===== config.mk =====
export PLATFORM = sky130hd
export DESIGN_NAME = falafel_fwft_fifo
export DESIGN_NICKNAME = d
export VERILOG_FILES = /design/src/rtl/falafel_fwft_fifo.sv
export SDC_FILE = /design/constraint.sdc
export NUM_CORES = 1
export LEC_CHECK = 0
export CAP_MARGIN = 10
export CORE_MARGIN = 2
export CORE_UTILIZATION = 45
export DETAILED_ROUTE_END_ITERATION = 12
export PLACE_DENSITY = 0.71
export SLEW_MARGIN = 40
export SYNTH_ARGS = -nofsm -noshare
export SYNTH_HDL_FRONTEND = slang
export SYNTH_SLANG_ARGS = --single-unit

===== constraint.sdc =====
create_clock -name clk_i -period 3.1 [get_ports clk_i]
set_clock_uncertainty 0.15 [all_clocks]
set_input_delay 0.465 -clock clk_i [delete_from_list [all_inputs] [get_ports clk_i]]
set_output_delay 0.465 -clock clk_i [all_outputs]
set_load 0.02 [all_outputs]

===== src/rtl/falafel_fwft_fifo.sv =====
// falafel_fwft_fifo: first-word-fall-through FIFO with valid/ready on both sides.
// Storage is a wrapping array of NUM_ENTRIES-1 words feeding one registered
// output stage. The head word is always held in that stage.
// Optional macro FALAFEL_FWFT_BYPASS_EN: an empty FIFO forwards in_data_i to
// out_data_o combinationally, and passes the word straight through when the
// consumer is ready.
module falafel_fwft_fifo #(
   parameter int NUM_ENTRIES = 64,
   parameter int DATA_W      = 16,
   parameter int AF_THRESH   = NUM_ENTRIES - 4,
   parameter int AE_THRESH   = 4
) (
   input  logic                             clk_i,
   input  logic                             rst_i,
   input  logic                             flush_i,
   input  logic                             in_valid_i,
   output logic                             in_ready_o,
   input  logic [DATA_W-1:0]                in_data_i,
   output logic                             out_valid_o,
   input  logic                             out_ready_i,
   output logic [DATA_W-1:0]                out_data_o,
   output logic [$clog2(NUM_ENTRIES+1)-1:0] count_o,
   output logic                             almost_full_o,
   output logic                             almost_empty_o
);
   localparam int CW    = $clog2(NUM_ENTRIES + 1);
   localparam int DEPTH = NUM_ENTRIES - 1;
   localparam int PW    = (DEPTH > 1) ? $clog2(DEPTH) : 1;
   localparam logic [CW-1:0] FULL_C = CW'(NUM_ENTRIES);
   localparam logic [CW-1:0] AF_C   = CW'(AF_THRESH);
   localparam logic [CW-1:0] AE_C   = CW'(AE_THRESH);
   localparam logic [PW-1:0] LAST_P = PW'(DEPTH - 1);

   logic [DATA_W-1:0] mem_q [DEPTH];
   logic [DATA_W-1:0] stage_q, stage_d;
   logic              ov_q, ov_d;
   logic [CW-1:0]     count_q, count_d;
   logic [PW-1:0]     wr_ptr_q, wr_ptr_d, rd_ptr_q, rd_ptr_d;
   logic              af_q, ae_q;
   logic              push, pop_stage, passthru, push_st, wr_en, arr_empty;

   function automatic logic [PW-1:0] ptr_inc(input logic [PW-1:0] p);
      return (p == LAST_P) ? '0 : p + PW'(1);
   endfunction

   // The output stage is full whenever count is nonzero, so the array holds count-1.
   assign arr_empty  = (count_q < CW'(2));
   assign in_ready_o = (count_q < FULL_C);
   assign push       = in_valid_i & in_ready_o;
   assign pop_stage  = ov_q & out_ready_i;

`ifdef FALAFEL_FWFT_BYPASS_EN
   assign passthru    = ~ov_q & in_valid_i & out_ready_i;
   assign out_valid_o = ov_q | in_valid_i;
   assign out_data_o  = ov_q ? stage_q : in_data_i;
`else
   assign passthru    = 1'b0;
   assign out_valid_o = ov_q;
   assign out_data_o  = stage_q;
`endif

   // A passed-through word is never stored.
   assign push_st = push & ~passthru;

   assign count_o        = count_q;
   assign almost_full_o  = af_q;
   assign almost_empty_o = ae_q;

   // Next-state: refill the output stage from the array head, else from the input.
   always_comb begin
      stage_d  = stage_q;
      ov_d     = ov_q;
      wr_ptr_d = wr_ptr_q;
      rd_ptr_d = rd_ptr_q;
      wr_en    = 1'b0;
      if (pop_stage || !ov_q) begin
         if (!arr_empty) begin
            stage_d  = mem_q[rd_ptr_q];
            ov_d     = 1'b1;
            rd_ptr_d = ptr_inc(rd_ptr_q);
            wr_en    = push_st;
         end else if (push_st) begin
            stage_d = in_data_i;
            ov_d    = 1'b1;
         end else begin
            ov_d = 1'b0;
         end
      end else begin
         wr_en = push_st;
      end
      if (wr_en) wr_ptr_d = ptr_inc(wr_ptr_q);
      count_d = count_q + CW'(push_st) - CW'(pop_stage);
      if (flush_i) begin
         count_d  = '0;
         ov_d     = 1'b0;
         wr_ptr_d = '0;
         rd_ptr_d = '0;
         wr_en    = 1'b0;
      end
   end

   // Array write port; contents need no reset because pointers do.
   always_ff @(posedge clk_i) begin
      if (wr_en && !rst_i) mem_q[wr_ptr_q] <= in_data_i;
   end

   // Control state and registered flags.
   always_ff @(posedge clk_i) begin
      if (rst_i) begin
         stage_q  <= '0;
         ov_q     <= 1'b0;
         count_q  <= '0;
         wr_ptr_q <= '0;
         rd_ptr_q <= '0;
         af_q     <= 1'b0;
         ae_q     <= 1'b1;
      end else begin
         stage_q  <= stage_d;
         ov_q     <= ov_d;
         count_q  <= count_d;
         wr_ptr_q <= wr_ptr_d;
         rd_ptr_q <= rd_ptr_d;
         af_q     <= (count_d >= AF_C);
         ae_q     <= (count_d <= AE_C);
      end
   end
endmodule


==> out/summary.txt <==
Status: completed
Diodes inserted: 0
Slew headroom: 0.411
Vias: 21.2k
Clock power share: 0.362
Cell Rows: 111
Int Pwr: 26300 µW
Final Util: 0.529
Slew @ Worst Pin: 0.884 ns
Post-synth ARST share: 0
Count leader, synth: edfxtp_1
First-pass GRT wire length: 145000 µm
Min Tclk post-route: 2.93 ns
Hold_ws: 0.0560 ns
CTS H-Tree Depth: 3
Final RePlAce weighted congestion: 0.904
Initial antenna violation count: 2
Synth top area share: 0.731
DIE WIDTH: 307 µm
Synthesized area per cell: 20.1 µm²
Vias in the first global route: 21.5k
Top FF cell, synth: edfxtp_1
Worst VDD drop: 0.570 mV
Post-Synthesis Cells: 2065
Aggregate global-route resource usage: 0.210
Combinational share of power: 0.186
Placed cell count: 3381
# setup viols final: 0
Synth-to-layout area growth: 16.9%
Required @ worst endpoint: 3.53 ns
Power Density: 731 nW/µm²
Post-detailed-route count of antenna-violating nets: 0
Final worst path period share: 0.946
Leak: 0.0148 µW
Area leader, netlist: edfxtp_1
Post-layout net count: 2337
I/O pins: 48
CP Data Arrival Time: 3.36 ns
Worst-path maximum fanout: 23
Top cells by area, synth: edfxtp_1 73%, mux4_2 10%, mux2i_1 2.3%, dfxtp_1 2.1%, mux2_2 1.7%
Die area: 94500 µm²
Per-cell routed wire length: 27.7 µm
Clk_lat worst skew: 0.68 ns
Port bufs: 47
Syn Std Cell Area: 41400 µm²
Hold Path Origin: in_data_i[5]
Post-Synthesis Net Count: 2102
RSZ-0062 raised after global routing: false
Final Max Tran Viols: 0
Class of the worst hold path: in2reg
Root Driver: clkbuf_16
Achievable Freq: 341 MHz
Filler cell count: 6866
Fraction of layout cells with a size suffix above 1: 0.294
Maxcap violations: 0
Total congestion overflow: 0
Clk slew on worst S/H paths: 0.06 ns
#FFs+latches synth: 1052
Post-Layout Cell Count: 3574
Core footprint: 91500 µm²
Total Power: 35400 µW
Sw power: 9080 µW
Largest net degree at the start of global routing: 47
Initial DRC count: 2688
Post-synth EDFFs: 1008
Count of cell types in the netlist: 61
Final wirelength: 99000 µm
Die height: 307 µm
Reg-to-reg critical path endpoint: out_data_o[9]
Final Hold Viols: 0
Num CTS Buffers: 103
Post-synth top cells: 1008 x edfxtp_1, 192 x mux4_2, 98 x nor2_1
R2R depth: 8
Post-detailed-route DRC marker count: 0
Clock sinks: 1052
Final HPWL DP: 63500 µm
Flop-to-flop setup slack: 0.17 ns
Post-CTS Setup Inserts: 0
Sequential power share: 0.452
Vias per inst: 5.93
Synthesis Warnings: 0
CTS tree: built
Hold path depth: 1
Register area share after synthesis: 0.752
Initial Util: 0.453
Setup crit end kind: flop
Clk buf depth: 3
Drt pass-1 iters: 5
CP startpoint kind: flop
Crit Path Class: reg2reg
Min-Delay Endpoint: mem_q[8][5]
Sw frac: 0.256
## layout by cell type, fill, tap and decap left out, drive strengths merged, types with 17 or more instances in the layout
cell / Yosys / final
edfxtp: 1008 / 1008
buf: 87 / 214
mux4: 192 / 192
clkbuf: 28 / 124
nor2: 98 / 98
mux2i: 96 / 96
nand2: 65 / 65
mux2: 64 / 64
o21ai: 51 / 51
dfxtp: 44 / 44
clkinv: 0 / 42
o22ai: 33 / 33
clkdlybuf4s50: 0 / 31
inv: 17 / 22
nor2b: 21 / 21
or2: 21 / 21
nor4: 18 / 18
nor3: 18 / 18
o211ai: 17 / 17
a211oi: 17 / 17
## power groups by stage
stage | Sequential, µW | Combinational, µW | Clock [µW]
2_1_floorplan | 16200 | 4370 | 0
3_3_place_gp | 16300 | 6440 | 0
3_5_place_dp | 16300 | 6560 | 0
4_1_cts | 16000 | 6580 | 13000
5_1_grt | 16000 | 6970 | 13500
6_report | 16000 | 6580 | 12800
## flip-flops by register name, summed over array words and instances (netlist names), named ones only
signal          cells
almost_full_o       1
rd_ptr_q            6
out_valid_o         1
mem_q            1008
out_data_o         16
wr_ptr_q            6
count_o             7
almost_empty_o      1
## layout make-up
cell class | count | area, µm² | area share
Timing Repair Buffer | 245 | 2650 | 0.0546
Tap cell | 1186 | 1480 | 0.0306
Inverter | 17 | 63.8 | 0.00132
Multi-Input combinational cell | 881 | 9580 | 0.198
Clock buffer | 124 | 2700 | 0.0557
Clock inverter | 69 | 805 | 0.0166
Sequential cell | 1052 | 31200 | 0.643
## timing repair
item / in CTS / in global routing
endpoints found under the setup margin: 0 / 6
gates resized for setup: 0 / 2
hold buffers: 0 / 0
## critical path: stages, from the launching register on
cell and delay, ns:
dfxtp_4 0.66, buf_12 0.26, or2_1 0.16, buf_4 0.24, a211oi_1 0.07, a2111oi_0 0.75
buf_4 0.23, nor4_2 0.06, a221oi_2 0.24
## logic make-up (layout without fill, tap and decap cells)
| group | Yosys count | count (layout) | share of synthesized area |
|---|---|---|---|
| adders and majority gates | 16 | 16 | 0.00501 |
| muxes | 352 | 352 | 0.145 |
| AOI/OAI and AO/OA | 219 | 219 | 0.0409 |
| DFF | 1052 | 1052 | 0.752 |
| buffers and inverters | 132 | 455 | 0.0195 |
| xor gates and xnor gates | 11 | 11 | 0.00233 |
| and+or+nand+nor | 283 | 283 | 0.0355 |
## worst max path at each step
stage	start	endpoint	slack, ns	cells past startpoint
floorplan	count_o[1]	mem_q[13][0]	-0.16	7
global placement	in_valid_i	almost_empty_o	-0.40	13
detailed placement	in_valid_i	almost_empty_o	-0.34	13
CTS	flop	out_data_o[5]	0.01	6
global route	count_o[6]	almost_empty_o	0.002	12
finish	flop	out_data_o[9]	0.17	8
## through the flow
stage               worst slack [ns]  TNS, ns  area [µm²]
floorplan                     -0.164   -28.54       41400
global placement              -0.403    -1.26       44900
detailed placement            -0.338    -1.66       44900
CTS                           0.0136        0       48400
global route                 0.00182        0       48400
finish                         0.168        0       48400
## per-layer routing
metal / wire (µm) / GRT usage
met3: 8200 / 0.0334
met2: 47400 / 0.333
met4: 3310 / 0.0698
met5: 104 / 0.00827
met1: 40000 / 0.298
(Power assumes the default switching activity.)
